File: config.mk
export PLATFORM = sky130hd
export DESIGN_NAME = myo_spi_sequencer
export DESIGN_NICKNAME = d
export VERILOG_FILES = /design/src/rtl/myo_spi_sequencer.sv
export SDC_FILE = /design/constraint.sdc
export NUM_CORES = 2
export LEC_CHECK = 0
export BUFFER_PORTS_ARGS = -buffer_cell sky130_fd_sc_hd__buf_2
export CORE_MARGIN = 2
export CORE_UTILIZATION = 60
export CTS_BUF_LIST = sky130_fd_sc_hd__clkbuf_8
export DETAILED_ROUTE_END_ITERATION = 12
export PLACE_DENSITY_LB_ADDON = 0.3
export SLEW_MARGIN = 20
export SYNTH_ARGS = -nofsm -noshare
export SYNTH_HDL_FRONTEND = slang
export SYNTH_SLANG_ARGS = --single-unit
File: constraint.sdc
create_clock -name clock -period 14.6 [get_ports clock]
set_clock_uncertainty 0.1 [all_clocks]
set_input_delay 2.92 -clock clock [delete_from_list [all_inputs] [get_ports clock]]
set_output_delay 2.92 -clock clock [all_outputs]
set_load 0.01 [all_outputs]
File: src/rtl/myo_spi_sequencer.sv
// Round-robin SPI frame sequencer: streams per-motor command words to a shared SPI
// master and captures the returned status words into a per-motor status bank.
module myo_spi_sequencer #(
  parameter int NUM_MOTORS   = 8,
  parameter int CMD_WORDS    = 5,
  parameter int STATUS_WORDS = 7,
  parameter int ACK_TIMEOUT  = 1023,
  localparam int MW = $clog2(NUM_MOTORS)
) (
  input  logic                  clock,
  input  logic                  reset_n,
  input  logic                  start,
  input  logic                  continuous,
  input  logic [NUM_MOTORS-1:0] enable_mask,
  input  logic                  di_req,
  input  logic                  write_ack,
  input  logic                  data_read_valid,
  input  logic [15:0]           data_read,
  input  logic                  ss_n,
  output logic [NUM_MOTORS-1:0] ss_n_o,
  output logic [15:0]           Word,
  output logic                  wren,
  output logic                  spi_done,
  output logic                  frame_done,
  output logic [MW-1:0]         cur_motor,
  input  logic                  cmd_we,
  input  logic [MW-1:0]         cmd_motor,
  input  logic [3:0]            cmd_index,
  input  logic [15:0]           cmd_data,
  input  logic [MW-1:0]         stat_motor,
  input  logic [3:0]            stat_index,
  output logic [15:0]           stat_data,
  output logic [NUM_MOTORS-1:0] timeout_err,
  input  logic [NUM_MOTORS-1:0] err_clr
);

  localparam int FRAME_WORDS = CMD_WORDS + STATUS_WORDS;
  localparam int CIW = $clog2(NUM_MOTORS * CMD_WORDS);
  localparam int SIW = $clog2(NUM_MOTORS * STATUS_WORDS);
  localparam logic [15:0] WD_LAST = 16'(ACK_TIMEOUT - 1);

  typedef enum logic [2:0] {IDLE, SELECT, LOAD, WAIT_ACK, WAIT_END} state_t;

  state_t                state_q, state_d;
  logic [5:0]            word_cnt_q, word_cnt_d;
  logic [5:0]            rx_cnt_q, rx_cnt_d, rx_base;
  logic [15:0]           wd_q, wd_d;
  logic [MW-1:0]         cur_motor_q, cur_motor_d, next_motor, cand;
  logic [15:0]           word_q, word_d;
  logic                  wren_q, wren_d;
  logic                  spi_done_q, spi_done_d;
  logic                  frame_done_q, frame_done_d;
  logic                  ack_prev_q, ack_edge;
  logic [NUM_MOTORS-1:0] err_q, err_set;
  logic [15:0]           stat_data_q;
  logic [15:0]           cmd_q    [NUM_MOTORS*CMD_WORDS];
  logic [15:0]           status_q [NUM_MOTORS*STATUS_WORDS];
  logic [CIW-1:0]        cmd_rd_idx, cmd_wr_idx;
  logic [SIW-1:0]        stat_wr_idx, stat_rd_idx;
  logic                  cmd_wr_en, cap_en, stat_rd_ok;

  assign ack_edge    = write_ack & ~ack_prev_q;
  assign cmd_rd_idx  = CIW'(int'(cur_motor_q) * CMD_WORDS + int'(word_cnt_q));
  assign cmd_wr_idx  = CIW'(int'(cmd_motor) * CMD_WORDS + int'(cmd_index));
  assign cmd_wr_en   = cmd_we && (int'(cmd_index) < CMD_WORDS) && (int'(cmd_motor) < NUM_MOTORS);
  assign stat_rd_idx = SIW'(int'(stat_motor) * STATUS_WORDS + int'(stat_index));
  assign stat_rd_ok  = (int'(stat_motor) < NUM_MOTORS) && (int'(stat_index) < STATUS_WORDS);

  // Receive counter restarts in SELECT, yet a strobe landing in SELECT still counts.
  assign rx_base     = (state_q == SELECT) ? 6'd0 : rx_cnt_q;
  assign cap_en      = data_read_valid && (state_q != IDLE) &&
                       (int'(rx_base) >= CMD_WORDS) && (int'(rx_base) < FRAME_WORDS);
  assign stat_wr_idx = SIW'(int'(cur_motor_q) * STATUS_WORDS + int'(rx_base) - CMD_WORDS);

  // Walk downwards so the nearest enabled motor after cur_motor wins; i == NUM_MOTORS
  // lands back on cur_motor itself, covering the single-enabled case.
  always_comb begin
    next_motor = cur_motor_q;
    cand       = '0;
    for (int i = NUM_MOTORS; i >= 1; i--) begin
      cand = MW'((int'(cur_motor_q) + i) % NUM_MOTORS);
      if (enable_mask[cand]) next_motor = cand;
    end
  end

  always_comb begin
    state_d      = state_q;
    word_cnt_d   = word_cnt_q;
    wd_d         = wd_q;
    cur_motor_d  = cur_motor_q;
    word_d       = word_q;
    wren_d       = wren_q;
    spi_done_d   = spi_done_q;
    frame_done_d = 1'b0;
    err_set      = '0;
    rx_cnt_d     = rx_base;
    if (data_read_valid && (state_q != IDLE) && (int'(rx_base) < FRAME_WORDS))
      rx_cnt_d = rx_base + 6'd1;
    case (state_q)
      IDLE: begin
        spi_done_d = 1'b1;
        if ((start || continuous) && (enable_mask != '0) && ss_n) begin
          spi_done_d = 1'b0;
          state_d    = SELECT;
        end
      end
      SELECT: begin
        cur_motor_d = next_motor;
        word_cnt_d  = '0;
        wd_d        = '0;
        state_d     = LOAD;
      end
      LOAD: begin
        if (word_cnt_q != '0) wd_d = wd_q + 16'd1;
        if ((word_cnt_q == '0) || di_req) begin
          word_d  = (int'(word_cnt_q) < CMD_WORDS) ? cmd_q[cmd_rd_idx] : 16'h0000;
          wren_d  = 1'b1;
          state_d = WAIT_ACK;
        end else if (wd_q == WD_LAST) begin
          err_set[cur_motor_q] = 1'b1;
          wren_d               = 1'b0;
          state_d              = WAIT_END;
        end
      end
      WAIT_ACK: begin
        if (ack_edge) begin
          wren_d     = 1'b0;
          wd_d       = '0;
          word_cnt_d = word_cnt_q + 6'd1;
          state_d    = (int'(word_cnt_q) + 1 == FRAME_WORDS) ? WAIT_END : LOAD;
        end else if (wd_q == WD_LAST) begin
          err_set[cur_motor_q] = 1'b1;
          wren_d               = 1'b0;
          state_d              = WAIT_END;
        end else begin
          wd_d = wd_q + 16'd1;
        end
      end
      WAIT_END: begin
        if (ss_n) begin
          frame_done_d = 1'b1;
          state_d      = IDLE;
        end
      end
      default: state_d = IDLE;
    endcase
  end

  always_ff @(posedge clock or negedge reset_n) begin
    if (!reset_n) begin
      state_q      <= IDLE;
      word_cnt_q   <= '0;
      rx_cnt_q     <= '0;
      wd_q         <= '0;
      cur_motor_q  <= MW'(NUM_MOTORS - 1);
      word_q       <= '0;
      wren_q       <= 1'b0;
      spi_done_q   <= 1'b1;
      frame_done_q <= 1'b0;
      ack_prev_q   <= 1'b0;
      err_q        <= '0;
      stat_data_q  <= '0;
    end else begin
      state_q      <= state_d;
      word_cnt_q   <= word_cnt_d;
      rx_cnt_q     <= rx_cnt_d;
      wd_q         <= wd_d;
      cur_motor_q  <= cur_motor_d;
      word_q       <= word_d;
      wren_q       <= wren_d;
      spi_done_q   <= spi_done_d;
      frame_done_q <= frame_done_d;
      ack_prev_q   <= write_ack;
      err_q        <= (err_q & ~err_clr) | err_set;
      stat_data_q  <= stat_rd_ok ? status_q[stat_rd_idx] : 16'h0000;
    end
  end

  // Word 0 of every motor holds the start-of-frame marker out of reset.
  always_ff @(posedge clock or negedge reset_n) begin
    if (!reset_n) begin
      for (int i = 0; i < NUM_MOTORS * CMD_WORDS; i++)
        cmd_q[i] <= ((i % CMD_WORDS) == 0) ? 16'h8000 : 16'h0000;
    end else if (cmd_wr_en) begin
      cmd_q[cmd_wr_idx] <= cmd_data;
    end
  end

  always_ff @(posedge clock or negedge reset_n) begin
    if (!reset_n) begin
      for (int i = 0; i < NUM_MOTORS * STATUS_WORDS; i++)
        status_q[i] <= 16'h0000;
    end else if (cap_en) begin
      status_q[stat_wr_idx] <= data_read;
    end
  end

  genvar gi;
  generate
    for (gi = 0; gi < NUM_MOTORS; gi++) begin : g_ss
      assign ss_n_o[gi] = (cur_motor_q == MW'(gi)) ? ss_n : 1'b1;
    end
  endgenerate

  assign Word        = word_q;
  assign wren        = wren_q;
  assign spi_done    = spi_done_q;
  assign frame_done  = frame_done_q;
  assign cur_motor   = cur_motor_q;
  assign stat_data   = stat_data_q;
  assign timeout_err = err_q;

endmodule

-- Word-level counts from Yosys, hierarchy flattened
Cells that the tools add are included.
- register bits after elaboration: 1614
- input bits: 71
- word-level logic and storage cells: 278
- add/subtract/negate cells: 17
- multiply operators: 4
- order comparisons: 21
- equal/unequal tests: 18
- mux-type cells: 74
- bitwise logic cells: 9
- reductions and logical operators: 27
- operator list (kind ; number):
    $bwmux W896 ; 1
    $bwmux W640 ; 1
    $bmux W16 S6 ; 2
    $demux W16 S6 ; 2
    $mux W16 ; 11
    $pmux W16 S3 ; 1
    $mux W3 ; 14
    $lt A3 B4 Y1 const B ; 9
    $ge A7 B7 Y1 const B ; 4
    $not A6 Y7 ; 4
    $bmux W1 S3 ; 8
    $mul A3 B3 Y6 const B ; 4
    $mux W8 ; 3
    $mux W1 ; 23
    $mux W6 ; 3
    $add A16 B1 Y16 const B ; 1
    $eq A16 B10 Y1 const B ; 1
    $pmux W8 S2 ; 1
    $reduce_bool A8 Y1 ; 2
    $eq A3 B3 Y1 const B ; 5
    $pmux W3 S5 ; 1
    $lt A7 B1 Y1 const B ; 2
    $add A3 B3 Y3 const B ; 4
    $add A6 B1 Y6 const B ; 2
    33 further kinds ; 61

-- Logic depth before layout (Yosys ltp)
- depth in word-level cells: 11
- gate-level depth with buffers: 17
- mapped depth without buffers: 13

-- Least setup slack after synthesis
No wires, ideal clock.
- kind: input-to-reg
- from: input stat_motor[0]
- to: register stat_data_q[10] (netlist: stat_data[10])
- library setup time: 0.142 ns
- arrival time: 6.453 ns
- data required time: 14.358 ns
- setup slack: 7.905 ns
- stages: 10
- cells stage by stage: fa_1 > inv_1 > fa_1 > fa_1 > xor2_1 > clkbuf_1 > buf_1 > mux4_2 > a21oi_1 > a211oi_1
- cells in the longest elaborated chain, start to end: 7
- RTL lines (element ; RTL line ; source):
    from (decl) ; 30 ; input logic [MW-1:0] stat_motor,
    $mul A3 B3 Y6 ; 66 ; assign stat_rd_idx = SIW'(int'(stat_motor) * STATUS_WORDS + int'(stat_index));
    $add A6 B4 Y6 ; 66 ;
    $not A6 Y7 (not written as such) ; 175 ; stat_data_q <= stat_rd_ok ? status_q[stat_rd_idx] : 16'h0000;
    $bmux W16 S6 ; 175 ;
    $mux W16 (not written as such) (2 in a row) ; 175 ;
    $mux W16 ; 175 ;
    to (signal assigned) ; 175 ;
    to (decl) ; 55 ; logic [15:0] stat_data_q;
Every way passes these cells. The select of a mux whose other input is x is not followed.
A chain may end at the register's enable or synchronous reset.

-- Final worst setup path
- from: input stat_motor[0]
- to: register stat_data_q[6] (netlist: stat_data[6])
The elaborated chain is that of the path after synthesis.

==> impl_results.md <==
* Status: complete, no violations
* Drt first pass iters at 6
* RSZ-0062 raised after global routing: no
* Crit path launch type: input port
* Final Hold Fails at 0
* Slew Viols, Final at 0
* Comb pwr share at 39.5%
* Power Density at 207 nW/um^2
* EDFF count, synth at 0
* Post-synth ARST share at 100%
* Cells after Synth at 4,913
* Register share of total power at 37.0%
* Synth area leaders: dfrtp_1, mux2_2, mux4_2
* Avg Inst Size Synth at 15.3 sq um
* Synth area leader: dfrtp_1
* Num CTS Buffers at 283
* Root buffer selected by CTS: clkbuf_8
* Num ports at 125
* P&R area growth vs syn at 10.1%
* Critical path fanouts, max at 148
* Setup TNS at 0 ns
* DRC at 0
* Clock sinks at 1,614
* Die width at 358 um
* Final Cycle Share at 46.5%
* Std-Cell Rows at 130
* Hold WC Path Type: flop to flop
* DRT iter0 DRCs at 3,421
* GR Util All Layers at 29.1%
* TritonCTS clock tree: yes
* Total power at 17.2 mW
* Netlist Area Pre-Place at 75,400 sq um
* Post-CTS setup repair buffer count at 0
* Vias in the first global route at 45,600
* PortBufs at 124
* Routed Antenna Nets at 0
* Final setup viols at 0
* Int Pwr at 11.0 mW
* Die area at 129,000 sq um
* Max Freq at 0.147 GHz
* Initial antenna violation count at 3
* Main synth FF type: dfrtp_1
* Max-Cap Viols at 0
* Worst setup EP type: flop
* # resized after CTS at 0
* #FFs+latches synth at 1,614
* Slew headroom at 18.3%
* Switch Pwr at 6.16 mW
* Global-route wire length before repair at 282,000 um
* H-tree depth at 5
* Synth cell count leaders: dfrtp_1, mux2_2, mux4_2, clkbuf_1, nor2_1
* Via count at 43,700
* Worst-Skew Late Latency at 1.00 ns
* Post-synth top area share at 53.2%
* Max VDD drop at 325 uV
* Most common cell in the synthesized netlist: dfrtp_1
* Routed wire length at 183,000 um
* Crit path time final at 6.79 ns
* # hold bufs at CTS at 0
* Fillers at 8,595
* Worst Tran Pin Value at 1.22 ns
* Layout cells sized above 1 at 52.6%
* CTS Buffer Depth at 4
* GRT overflow at 0
* Gpl congestion at 0.841
* CP Class: input port to flop
* WL per Instance at 26.6 um
* Synth cell types at 68
* Yosys warning total at 0
* Leakage at 40.0 nW
* Largest net degree at the start of global routing at 194
* DP HPWL at 109,000 um
* Core area at 125,000 sq um
* Net count reported at finish at 5,137
* Critical Path AT at 7.51 ns
* Sw Ratio at 35.8%
* CP Data Required Time at 15.32 ns
* Register area share after synthesis at 53.6%
* Die height at 358 um
* Number of vias per cell at 6.38
* Clock transition at path regs at 0.06 ns
* Initial Util at 60.3%
* Net Count, Synth at 5,050
* Clock power share at 23.5%
* Util after Layout at 66.4%
[through the flow]
step,setup slack [ns],cell area [sq um],std cells,hold WS [ns]
after CTS,7.97,82900,6841,0.394
after global routing,7.55,83000,6849,0.408
final,7.81,83000,6852,0.388
after floorplan,7.90,75400,4913,0.359
after detailed placement,6.93,77400,6360,0.381
after global placement,6.94,77300,6359,0.371
[power groups by stage]
stage | sequential [mW] | combinational [mW] | clock [mW]
floorplan | 6.15 | 4.76 | 0
global placement | 6.36 | 6.65 | 0
detailed placement | 6.41 | 6.78 | 0
CTS | 6.34 | 6.80 | 4.11
global route | 6.49 | 7.19 | 4.31
finish | 6.36 | 6.80 | 4.04
[cell type report]
class | count | area [sq um] | share of cell area (%)
clock buffers | 356 | 4900 | 5.90
clock inverters | 125 | 601 | 0.723
inverters | 47 | 176 | 0.213
diodes | 6 | 15.0 | 0.0181
flip-flops and latches | 1614 | 40400 | 48.7
multi-input cells | 2834 | 33300 | 40.1
well taps | 1650 | 2060 | 2.49
repair buffers | 220 | 1560 | 1.88
[registers in the layout (all words and copies together), names as in the netlist]
signal / flops
frame_done: 1
cur_motor: 3
wren: 1
Word: 16
word_cnt_q: 6
spi_done: 1
status_q: 896
cmd_q: 640
state_q: 3
rx_cnt_q: 6
timeout_err: 8
wd_q: 16
stat_data: 16
ack_prev_q: 1
[worst paths after layout]
check	from	end	slack, ns	cells past startpoint
max in group asynchronous	reset_n	status_q[206]	9.29	5
min	status_q[270]	status_q[270]	0.39	1
max reg2reg	cur_motor[0]	status_q[641]	7.95	12
min in group asynchronous	reset_n	wd_q[8]	1.83	1
max	stat_motor[0]	stat_data[6]	7.81	11
min reg2reg	status_q[270]	status_q[270]	0.39	1
[routing by layer]
metal  up-vias  wire, um  track usage, %
li1      18400         -               -
met4         0      5930            10.3
met3       346     10800            5.00
met1     23600     78700            41.5
met5         -         0               0
met2      1390     87100            45.6
[critical path, cell delays in order]
cell and delay [ns]:
buf_2 0.14, ha_1 0.30, ha_1 0.31, ha_4 0.52, buf_4 0.76, buf_12 0.58, mux4_2 0.42, mux4_2 0.51
mux2_2 0.28, nor2_1 0.25, a211oi_1 0.10
[cells in the final DEF (no fill, tap or decap), drive strengths merged, types with 3 or more instances in the layout]
cell      count
and2          7
nand2b       13
nand4        11
and3          8
o31ai         7
xor2         14
fa           14
diode         6
a21o          8
xnor2        14
nand3        43
nand2       137
a21oi        39
clkinvlp      5
or3           7
ha           52
nor3b         3
nor3         32
clkbuf      356
clkinv       19
mux2i        64
inv         145
dfstp        12
mux2       1589
a31o         17
nor2        168
a211oi       32
bufinv        3
or4           6
dfrtp      1602
nand3b        4
mux4        444
buf         220
nor4          6
nor2b         8
o21ai        52
[kinds of logic (layout without fill, tap and decap cells)]
| family | Yosys count | count (layout) | share of synthesized area [%] |
|---|---|---|---|
| and+or+nand+nor | 462 | 462 | 2.91 |
| adders and majority gates | 66 | 66 | 1.23 |
| DFF | 1614 | 1614 | 53.6 |
| AOI/OAI and AO/OA | 179 | 179 | 1.55 |
| xor gates and xnor gates | 30 | 30 | 0.388 |
| other | 0 | 6 | 0 |
| muxes | 2097 | 2097 | 37.8 |
| buffers and inverters | 465 | 748 | 2.48 |
Note: power is estimated with default switching activity, not from simulation.
